--- src/rtl/uart_prog_loader_if.sv ---
// ---------------------------------------------------------------------------
// uart_prog_loader_if
//
// Purpose : write-side bus of the UART program loader. The loader drives a
//           word address, an assembled 32-bit word, a one-cycle write strobe
//           and a sticky "download complete" flag toward the program memory.
//
// Signals :
//   upg_adr_o   [14:0]  word address; bit 14 selects the memory downstream
//   upg_dat_o   [31:0]  assembled little-endian word
//   upg_wen_o           one-cycle write strobe for upg_adr_o/upg_dat_o
//   upg_done_o          download complete (sticky until reset or hold)
//
// Modports: master = loader side (drives everything), slave = memory side.
// ---------------------------------------------------------------------------
interface uart_prog_loader_if;
   logic [14:0] upg_adr_o;
   logic [31:0] upg_dat_o;
   logic        upg_wen_o;
   logic        upg_done_o;

   modport master (
      output upg_adr_o,
      output upg_dat_o,
      output upg_wen_o,
      output upg_done_o
   );

   modport slave (
      input upg_adr_o,
      input upg_dat_o,
      input upg_wen_o,
      input upg_done_o
   );
endinterface

--- src/rtl/uart_prog_loader.sv ---
// ---------------------------------------------------------------------------
// uart_prog_loader
//
// Purpose : receives an 8N1 UART byte stream (LSB first), packs every four
//           accepted bytes little-endian into a 32-bit word and writes it to
//           consecutive word addresses starting at 0. The download ends when
//           the line stays idle for TIMEOUT_CLKS cycles after at least one
//           byte, or after the word at address 0x7FFF has been written.
//
// Parameters:
//   CLKS_PER_BIT  clock cycles per UART bit (4 or more)
//   TIMEOUT_CLKS  idle cycles that end a download
//
// Ports   :
//   clock        single clock, rising edge
//   rst          asynchronous active-low reset
//   upg_rst_i    active-high loader hold; clears the loader synchronously
//   upg_rx_i     asynchronous serial input, idles high
//   frame_err_o  sticky flag: a stop bit was sampled low
//   upg_bus      write bus toward program memory (master modport)
// ---------------------------------------------------------------------------
module uart_prog_loader #(
   parameter int unsigned CLKS_PER_BIT = 100,
   parameter int unsigned TIMEOUT_CLKS = 1000000
) (
   input  logic               clock,
   input  logic               rst,
   input  logic               upg_rx_i,
   input  logic               upg_rst_i,
   output logic               frame_err_o,
   uart_prog_loader_if.master upg_bus
);

   localparam int unsigned CNT_W = (CLKS_PER_BIT > 2) ? $clog2(CLKS_PER_BIT) : 2;
   localparam int unsigned TMO_W = $clog2(TIMEOUT_CLKS + 1);

   localparam logic [CNT_W-1:0] BIT_LAST  = CNT_W'(CLKS_PER_BIT - 1);
   localparam logic [CNT_W-1:0] HALF_LAST = CNT_W'(CLKS_PER_BIT / 2 - 1);
   localparam logic [TMO_W-1:0] TMO_LIMIT = TMO_W'(TIMEOUT_CLKS);
   localparam logic [14:0]      ADR_LAST  = 15'h7FFF;

   typedef enum logic [1:0] {
      IDLE,
      START,
      DATA,
      STOP
   } rx_state_t;

   rx_state_t state;
   rx_state_t state_next;

   logic             rx_meta;
   logic             rx_sync;
   logic [CNT_W-1:0] clk_cnt;
   logic [2:0]       bit_cnt;
   logic [7:0]       shift_q;
   logic [1:0]       byte_cnt;
   logic             got_byte;
   logic [TMO_W-1:0] tmo_cnt;
   logic [14:0]      adr_q;
   logic [31:0]      dat_q;
   logic             wen_q;
   logic             done_q;
   logic             err_q;

   logic             clk_cnt_clr;
   logic             start_seen;
   logic             bit_sample;
   logic             stop_sample;

   // Receiver state register. The hold input and a finished download both
   // force IDLE through state_next, so only the async reset lives here.
   always_ff @(posedge clock or negedge rst) begin
      if (!rst) begin
         state <= IDLE;
      end else begin
         state <= state_next;
      end
   end

   // Next-state and sampling strobes. START waits half a bit so that every
   // later sample lands mid-bit; a high line at that point was a glitch.
   // The bit timer is held at zero while idle so each frame starts cleanly.
   always_comb begin
      state_next  = state;
      clk_cnt_clr = 1'b0;
      start_seen  = 1'b0;
      bit_sample  = 1'b0;
      stop_sample = 1'b0;
      case (state)
         IDLE: begin
            clk_cnt_clr = 1'b1;
            if (!rx_sync) begin
               state_next = START;
               start_seen = 1'b1;
            end
         end
         START: begin
            if (clk_cnt == HALF_LAST) begin
               clk_cnt_clr = 1'b1;
               state_next  = rx_sync ? IDLE : DATA;
            end
         end
         DATA: begin
            if (clk_cnt == BIT_LAST) begin
               clk_cnt_clr = 1'b1;
               bit_sample  = 1'b1;
               if (bit_cnt == 3'd7) begin
                  state_next = STOP;
               end
            end
         end
         STOP: begin
            if (clk_cnt == BIT_LAST) begin
               clk_cnt_clr = 1'b1;
               stop_sample = 1'b1;
               state_next  = IDLE;
            end
         end
         default: begin
            state_next = IDLE;
         end
      endcase
      if (upg_rst_i || done_q) begin
         state_next  = IDLE;
         start_seen  = 1'b0;
         bit_sample  = 1'b0;
         stop_sample = 1'b0;
      end
   end

   // Datapath: synchronizer, bit timer, shift register, word assembly,
   // address/strobe generation and the idle timeout. The hold input clears
   // the same state as the async reset, one edge after it is seen high.
   // The write strobe is registered so it appears the cycle after the stop
   // sample, and the address advances on the edge that ends the strobe.
   always_ff @(posedge clock or negedge rst) begin
      if (!rst) begin
         rx_meta  <= 1'b1;
         rx_sync  <= 1'b1;
         clk_cnt  <= '0;
         bit_cnt  <= '0;
         shift_q  <= '0;
         byte_cnt <= '0;
         got_byte <= 1'b0;
         tmo_cnt  <= '0;
         adr_q    <= '0;
         dat_q    <= '0;
         wen_q    <= 1'b0;
         done_q   <= 1'b0;
         err_q    <= 1'b0;
      end else if (upg_rst_i) begin
         rx_meta  <= 1'b1;
         rx_sync  <= 1'b1;
         clk_cnt  <= '0;
         bit_cnt  <= '0;
         shift_q  <= '0;
         byte_cnt <= '0;
         got_byte <= 1'b0;
         tmo_cnt  <= '0;
         adr_q    <= '0;
         dat_q    <= '0;
         wen_q    <= 1'b0;
         done_q   <= 1'b0;
         err_q    <= 1'b0;
      end else begin
         rx_meta <= upg_rx_i;
         rx_sync <= rx_meta;
         wen_q   <= 1'b0;

         if (clk_cnt_clr) begin
            clk_cnt <= '0;
         end else begin
            clk_cnt <= clk_cnt + 1'b1;
         end

         if (start_seen) begin
            bit_cnt <= '0;
         end else if (bit_sample) begin
            shift_q <= {rx_sync, shift_q[7:1]};
            bit_cnt <= bit_cnt + 1'b1;
         end

         if (stop_sample) begin
            if (rx_sync) begin
               dat_q[{byte_cnt, 3'b000} +: 8] <= shift_q;
               byte_cnt <= byte_cnt + 1'b1;
               got_byte <= 1'b1;
               wen_q    <= (byte_cnt == 2'd3);
            end else begin
               err_q <= 1'b1;
            end
         end

         // The last address ends the download instead of wrapping to 0.
         if (wen_q) begin
            if (adr_q == ADR_LAST) begin
               done_q <= 1'b1;
            end else begin
               adr_q <= adr_q + 1'b1;
            end
         end

         // Idle timeout only runs once something has been received; a
         // partial word left at timeout is dropped without a strobe.
         if (start_seen) begin
            tmo_cnt <= '0;
         end else if ((state == IDLE) && got_byte && !done_q) begin
            if (tmo_cnt == TMO_LIMIT) begin
               done_q   <= 1'b1;
               byte_cnt <= '0;
            end else begin
               tmo_cnt <= tmo_cnt + 1'b1;
            end
         end
      end
   end

   assign upg_bus.upg_adr_o  = adr_q;
   assign upg_bus.upg_dat_o  = dat_q;
   assign upg_bus.upg_wen_o  = wen_q;
   assign upg_bus.upg_done_o = done_q;
   assign frame_err_o        = err_q;

endmodule

--- src/flat_wrapper.sv ---
// flat-port wrapper written by rule: the top's interface ports become plain ports
module uart_prog_loader_flat 
#(
   parameter int unsigned CLKS_PER_BIT = 100,
   parameter int unsigned TIMEOUT_CLKS = 1000000
)
  (clock, rst, upg_rx_i, upg_rst_i, frame_err_o, upg_bus_upg_adr_o, upg_bus_upg_dat_o, upg_bus_upg_wen_o, upg_bus_upg_done_o);
  uart_prog_loader_if upg_bus_i ();
  input  logic clock;
  input  logic rst;
  input  logic upg_rx_i;
  input  logic upg_rst_i;
  output logic frame_err_o;
  output wire logic [$bits(upg_bus_i.upg_adr_o)-1:0] upg_bus_upg_adr_o;
  output wire logic [$bits(upg_bus_i.upg_dat_o)-1:0] upg_bus_upg_dat_o;
  output wire logic [$bits(upg_bus_i.upg_wen_o)-1:0] upg_bus_upg_wen_o;
  output wire logic [$bits(upg_bus_i.upg_done_o)-1:0] upg_bus_upg_done_o;
  assign upg_bus_upg_adr_o = upg_bus_i.upg_adr_o;
  assign upg_bus_upg_dat_o = upg_bus_i.upg_dat_o;
  assign upg_bus_upg_wen_o = upg_bus_i.upg_wen_o;
  assign upg_bus_upg_done_o = upg_bus_i.upg_done_o;
  uart_prog_loader #(.CLKS_PER_BIT(CLKS_PER_BIT), .TIMEOUT_CLKS(TIMEOUT_CLKS)) u_core (.clock(clock), .rst(rst), .upg_rx_i(upg_rx_i), .upg_rst_i(upg_rst_i), .frame_err_o(frame_err_o), .upg_bus(upg_bus_i));
endmodule
--- config.mk ---
export PLATFORM = sky130hd
export DESIGN_NAME = uart_prog_loader_flat
export DESIGN_NICKNAME = d
export VERILOG_FILES = /design/src/rtl/uart_prog_loader_if.sv /design/src/rtl/uart_prog_loader.sv /design/src/flat_wrapper.sv
export SDC_FILE = /design/constraint.sdc
export NUM_CORES = 1
export LEC_CHECK = 0
export CAP_MARGIN = 10
export CORE_ASPECT_RATIO = 2
export CORE_MARGIN = 2
export CORE_UTILIZATION = 60
export DETAILED_ROUTE_END_ITERATION = 16
export HOLD_SLACK_MARGIN = 0.05
export PLACE_DENSITY = 0.85
export SLEW_MARGIN = 20
export SYNTH_ARGS = -nofsm -noshare
export SYNTH_HDL_FRONTEND = slang
export SYNTH_SLANG_ARGS = --single-unit
--- constraint.sdc ---
create_clock -name clock -period 3.9 [get_ports clock]
set_input_delay 0.39 -clock clock [delete_from_list [all_inputs] [get_ports clock]]
set_output_delay 0.39 -clock clock [all_outputs]
set_load 0.01 [all_outputs]
**Yosys cells after proc, flatten, opt, wreduce, memory -nomap -nowiden**

Cells that the tools add are included.

- Shifts and indexed selects: 2
- Reduce and logical (&&, ||, !) cells: 18
- $add $sub $neg: 6
- Eq/ne operators: 18
- Muxes and demuxes: 60

Operators by type and width:

| kind | count |
|---|---|
| 2-to-1 mux 32 bit | 3 |
| 2-to-1 mux 20 bit | 4 |
| 2-to-1 mux 15 bit | 3 |
| bitwise mux 32 bit | 1 |
| variable shift 8 x 7 -> 32 bit, first input constant | 1 |
| indexed part select 8 x 7 -> 32 bit | 1 |
| 2-to-1 mux 1 bit | 26 |
| 2-to-1 mux 2 bit | 13 |
| 2-to-1 mux 8 bit | 3 |
| adder 20 x 1 -> 20 bit, second input constant | 1 |
| equality test 20 bit, second input constant | 1 |
| adder 15 x 1 -> 15 bit, second input constant | 1 |
| equality test 15 bit, second input constant | 1 |
| 2-to-1 mux 7 bit | 2 |
| != test 3 x 1 -> 1 bit, second input constant | 4 |
| AND reduction 2 bit | 5 |
| 2-to-1 mux 3 bit | 3 |
| one-hot mux 2 bit (4 select lines) | 1 |
| nonzero test 2 bit | 4 |
| adder 7 x 1 -> 7 bit, second input constant | 1 |
| equality test 7 x 6 -> 1 bit, second input constant | 1 |
| equality test 7 bit, second input constant | 1 |
| negator 5 -> 7 bit | 1 |
| equality test 2 bit, second input constant | 3 |
| other kinds (15) | 19 |

- Output and inout bits: 50
- Register bits: 95
- Input bits: 4
- Logic and storage cells: 118

**Logic depth before layout (Yosys ltp)**

- Word-level depth: 9
- Mapped depth: 7
- Gate-level depth less buffers: 6

**Worst setup path before layout**

No wires, ideal clock.

- Path type: flip-flop to flip-flop
- Start point: reg u_core.done_q, in the netlist u_core.upg_bus.upg_done_o
- End point: reg u_core.tmo_cnt[14]
- Library setup time: 0.066 ns
- Path slack: 1.677 ns
- Required time: 3.834 ns
- Path buffers: 1
- Period minus slack after synthesis: 2.223 ns
- Cell stages (with the launch flop): 6
- Arrival time: 2.157 ns
- Path through: dfrtp_1 -> or4b_4 -> or4b_1 -> clkbuf_2 -> or4_1 -> nand2_1

- Word-level cells in the longest chain between the ends: 4
- Elaborated cells on any way between the ends: 9
- Those cells by class: 1 x eq/ne; 3 x mux; 5 x reduce/logical

Ends and longest elaborated chain:

| what | line | RTL |
|---|---|---|
| start: declaration | uart_prog_loader.sv:63 | `logic done_q;` |
| start signal: assignment | uart_prog_loader.sv:150 | `done_q <= 1'b0;` |
| start signal: assignment | uart_prog_loader.sv:164 | `done_q <= 1'b0;` |
| start signal: assignment | uart_prog_loader.sv:198 | `done_q <= 1'b1;` |
| logical OR 1 bit or logical NOT 1 bit (tied branches) | uart_prog_loader.sv:124, uart_prog_loader.sv:208 |  |
| 2-to-1 mux 1 bit or logical AND 1 bit (tied branches) | uart_prog_loader.sv:124, uart_prog_loader.sv:208 |  |
| != test 3 x 2 -> 1 bit (no source line) (tied with other cells) | - |  |
| AND reduction 2 bit (no source line) or 2-to-1 mux 20 bit (tied branches) | - |  |
| end signal: assignment | uart_prog_loader.sv:213 | `tmo_cnt <= tmo_cnt + 1'b1;` |
| end: declaration | uart_prog_loader.sv:59 | `logic [TMO_W-1:0] tmo_cnt;` |

Parallel ways exist; a longest one is shown, timed or not.
A chain may end at the register's enable or synchronous reset.

**Worst setup path in the final report**

- Start point: reg u_core.byte_cnt[0]
- End point: reg u_core.dat_q[14], in the netlist u_core.upg_bus.upg_dat_o[14]

- Word-level cells in the longest chain between the ends: 6
- Elaborated cells on any way between the ends: 7
- Those cells by class: 1 x add/sub; 2 x shift; 4 x mux

Ends and longest elaborated chain:

| what | line | RTL |
|---|---|---|
| start: declaration | uart_prog_loader.sv:57 | `logic [1:0] byte_cnt;` |
| start signal: assignment | uart_prog_loader.sv:187 | `byte_cnt <= byte_cnt + 1'b1;` |
| negator 5 -> 7 bit (*) | uart_prog_loader.sv:186 | `dat_q[{byte_cnt, 3'b000} +: 8] <= shift_q;` |
| indexed part select 8 x 7 -> 32 bit or variable shift 8 x 7 -> 32 bit (tied branches) | uart_prog_loader.sv:186 |  |
| bitwise mux 32 bit (*) | uart_prog_loader.sv:186 |  |
| 2-to-1 mux 32 bit (*) | uart_prog_loader.sv:185 | `if (rx_sync) begin` |
| 2-to-1 mux 32 bit (*) | uart_prog_loader.sv:184 | `if (stop_sample) begin` |
| 2-to-1 mux 32 bit (*) | uart_prog_loader.sv:152 | `end else if (upg_rst_i) begin` |
| end signal: indexed assignment | uart_prog_loader.sv:186 |  |
| end: declaration | uart_prog_loader.sv:61 | `logic [31:0] dat_q;` |

Every way passes the cells marked *; elsewhere a longest branch is shown, timed or not. The select of a mux whose other input is x is not followed.

==> results.md <==
* Fin. Hold Viols at 0
* Number of standard-cell rows in the floorplan at between 40 and 50
* Transition at the pin with the smallest max-transition slack at approximately 1100 ps
* CP cell instances: inv_1 -> ha_1 -> nor4_1 -> nand4_1 -> o21ai_0
* Warning count from the yosys run at 0
* Cell with the most instances after synthesis: dfrtp_1
* Maximum capacitance violations at 0
* Cell Area, Placed at 5270 um2
* Share of synthesized area occupied by flip-flops and latches at 0.506
* Synth unique cells at 50
* Final period demand of the worst path at approximately 2500 ps
* Crit path largest cell delay at about 960 ps
* Buffers from clock root to sink, at most at 2
* Crit-path slowest cell: nor4_1
* Status: finished, final reports clean
* Endpoint of the worst register-to-register path: u_core.upg_bus.upg_dat_o[14]$_DFFE_PN0P_
* Most common library cells after synthesis: dfrtp_1, nand2_1, nor2_1
* Total leakage power at ~2.4 nW
* Reg-to-Reg Start: u_core.byte_cnt[0]$_DFF_PN0_
* Number of synthesized flops with an enable pin at 0
* Tcrit/Tclk final at 0.630
* Starting density of the core at 0.619
* Buffers plus inverters on the worst setup path at 1
* First-pass GRT wire length at 19000 um
* Path type of the worst setup path: flop to flop
* Total negative slack for setup checks at 0 ps
* Synth Flop Type: dfrtp_1
* Final number of setup-violating endpoints at 0
* Detailed-route via count at between 3000 and 4000
* WP data required at 4160 ps
* Width of the die at about 67 um
* Wirelength, routed at 11600 um
* Clock-pin slew of the registers on the worst-case setup and hold paths at about 70 ps
* Max-Slew Margin vs Limit at 0.276
* Total congestion overflow after global routing at 0
* Depth of the most critical reg-to-reg path at 5
* Arrival time worst endpoint at 2720 ps
* Element type at the critical path end: flop
* Final cell count without fillers at ~620
* Mapped Avg Cell Area at 9.78 um2
* Final routed wire length divided by cell count at 18.7 um
* Crit-path leading delay family: simple AND/OR/NAND/NOR gates
* IO Count at 54
* Violation count after the first detailed-routing iteration at between 200 and 300
* GRT Util Overall at 0.291
* Number of levels in the clock H-tree at 3
* Area grow syn2layout at 20.3%
* Cell types with the largest area share after synthesis: dfrtp_1, nand2_1, nand4_1, mux2i_1, ha_1
* DP Cell Count at 603
* Cell area after synthesis at around 4700 um2
* Path category of the worst min-delay check: input port to async pin
* Clock tree from TritonCTS: built
* Count of hold buffers inserted by post-cts repair at 0
* Via-to-Cell Ratio at 6.41
* Critical Path Start Type: flop
* Cell type with the highest aggregate area in the netlist: dfrtp_1
* Fraction of synthesized cell area taken by the top area cell type at 0.495
* Maximum achievable frequency at just over 400 MHz
* DR DRC count at 0
* FF+latch count, synth at 95
* First-pass iteration count of the detailed router at 5
* Last weighted congestion value of the routability-driven placer at a little over 0.9
* Clk sinks at 95
* Total chip power at approximately 2.1 mW
* Pin count of the biggest net entering global routing at a little under 70
* Final number of max-transition violations at 0
* Reg-to-reg setup timing slack at ~1400 ps
* Post-CTS sizing at 0
* Detailed-placement wirelength estimate at a little under 8000 um
* Number of CTS-inserted buffers at 9
* Number of buffer cells added on primary ports at 53
* Initial antenna violation count at 0
* Cell count after synthesis at a little under 500
* Maximum net fanout on the critical path at 11
* Setup repair after global routing missed its margin: no
* Fraction of registers with async set or reset after synthesis at 1.00
* Core box area at around 7600 um2
* Root Buffer Master: clkbuf_16
* Total power per unit cell area at between 300 and 400 nW/um2
* Post-route antenna net violation count at 0
* Post-CTS Repair Setup Buffers at 0
* Largest voltage drop on the vdd net at just over 300 uV
* Antenna diodes at 0
* DIE HEIGHT at 129 um
* Clock latency reported for the late side of the worst-skew pair at between 300 and 400 ps
* Number of nets in the synthesized netlist at 497
* Number of global-route vias before repair at about 4000
* # nets final at between 500 and 600
* Area enclosed by the die boundary at about 8600 um2
* Clock Skew at between 8 and 9 ps
* Cell area after layout at 5660 um2
* Fraction of final layout cells sized beyond drive strength 1 at 0.0686
==> power breakdown <==
group | total [mW] | internal [mW] | switching (mW)
Combinational | 0.0560 | 0.0105 | 0.0455
Sequential | 0.991 | 0.987 | 0.00319
Clock | 1.08 | 0.694 | 0.389
==> through the flow <==
step	worst slack [ps]	util	hold slack, ps
4_1_cts	1440	0.742	180
2_1_floorplan	1680	-	94.4
3_5_place_dp	1270	0.694	488
5_1_grt	1310	0.744	222
3_3_place_gp	1330	0.694	468
6_report	1440	0.744	150
==> how the worst max path moves through the flow <==
stage,end,start,slack [ps],cells past startpoint
floorplan,u_core.tmo_cnt[14]$_DFFE_PN0P_,u_core.upg_bus.upg_done_o$_DFF_PN0_,1680,5
global placement,u_core.upg_bus.upg_dat_o[3]$_DFFE_PN0P_,upg_rst_i,1330,5
detailed placement,u_core.upg_bus.upg_dat_o[23]$_DFFE_PN0P_,upg_rst_i,1270,5
CTS,u_core.upg_bus.upg_dat_o[23]$_DFFE_PN0P_,u_core.byte_cnt[0]$_DFF_PN0_,1440,6
global route,u_core.upg_bus.upg_dat_o[14]$_DFFE_PN0P_,u_core.byte_cnt[0]$_DFF_PN0_,1310,6
finish,u_core.upg_bus.upg_dat_o[14]$_DFFE_PN0P_,u_core.byte_cnt[0]$_DFF_PN0_,1440,5
==> logic make-up (layout without fill, tap and decap cells) <==
group           after synthesis  after routing  synth area share
simple gates                216            216             0.244
flops                        95             95             0.506
compound gates               78             78             0.107
buf+inv                      42             86            0.0338
mux                          22             22            0.0479
xor+xnor                     16             16            0.0298
fa+ha+maj                    12             12            0.0319
==> flip-flops by register name (all words and copies together), names as in the netlist, 2 cells and up <==
| signal | count |
|---|---|
| u_core.bit_cnt | 3 |
| u_core.byte_cnt | 2 |
| u_core.clk_cnt | 7 |
| u_core.shift_q | 8 |
| u_core.state | 2 |
| u_core.tmo_cnt | 20 |
| u_core.upg_bus.upg_adr_o | 15 |
| u_core.upg_bus.upg_dat_o | 32 |
==> routing by layer <==
metal  share of wire  wire length [um]  vias up  global-route usage
met5               0                 0        -                   0
met4           0.034               395        0               0.150
met3           0.040               461       39              0.0556
met2            0.55              6390      148               0.507
met1            0.38              4350     1944               0.333
li1                -                 -     1834                   -
==> placed cells by master, fill, tap and decap left out, types with 9 or more instances in the layout <==
cell / Yosys / final
dfrtp_1: 93 / 93
nand2_1: 57 / 57
clkdlybuf4s50_1: 0 / 52
nor2_1: 39 / 39
nand4_1: 34 / 34
o21ai_0: 30 / 30
nand3_1: 19 / 19
mux2i_1: 18 / 18
a21oi_1: 14 / 13
inv_1: 12 / 12
ha_1: 12 / 12
xor2_1: 10 / 10
or4_1: 10 / 10
clkbuf_16: 0 / 9
==> layout make-up <==
type / count / area, um2
Sequential cell: 95 / 2380
Inverter: 12 / 45.0
Multi-Input combinational cell: 344 / 2180
Tap cell: 94 / 118
Clock inverter: 7 / 143
Timing Repair Buffer: 58 / 566
Fill cell: 526 / 1940
Clock buffer: 9 / 225
Note: power is estimated with default switching activity, not from simulation.
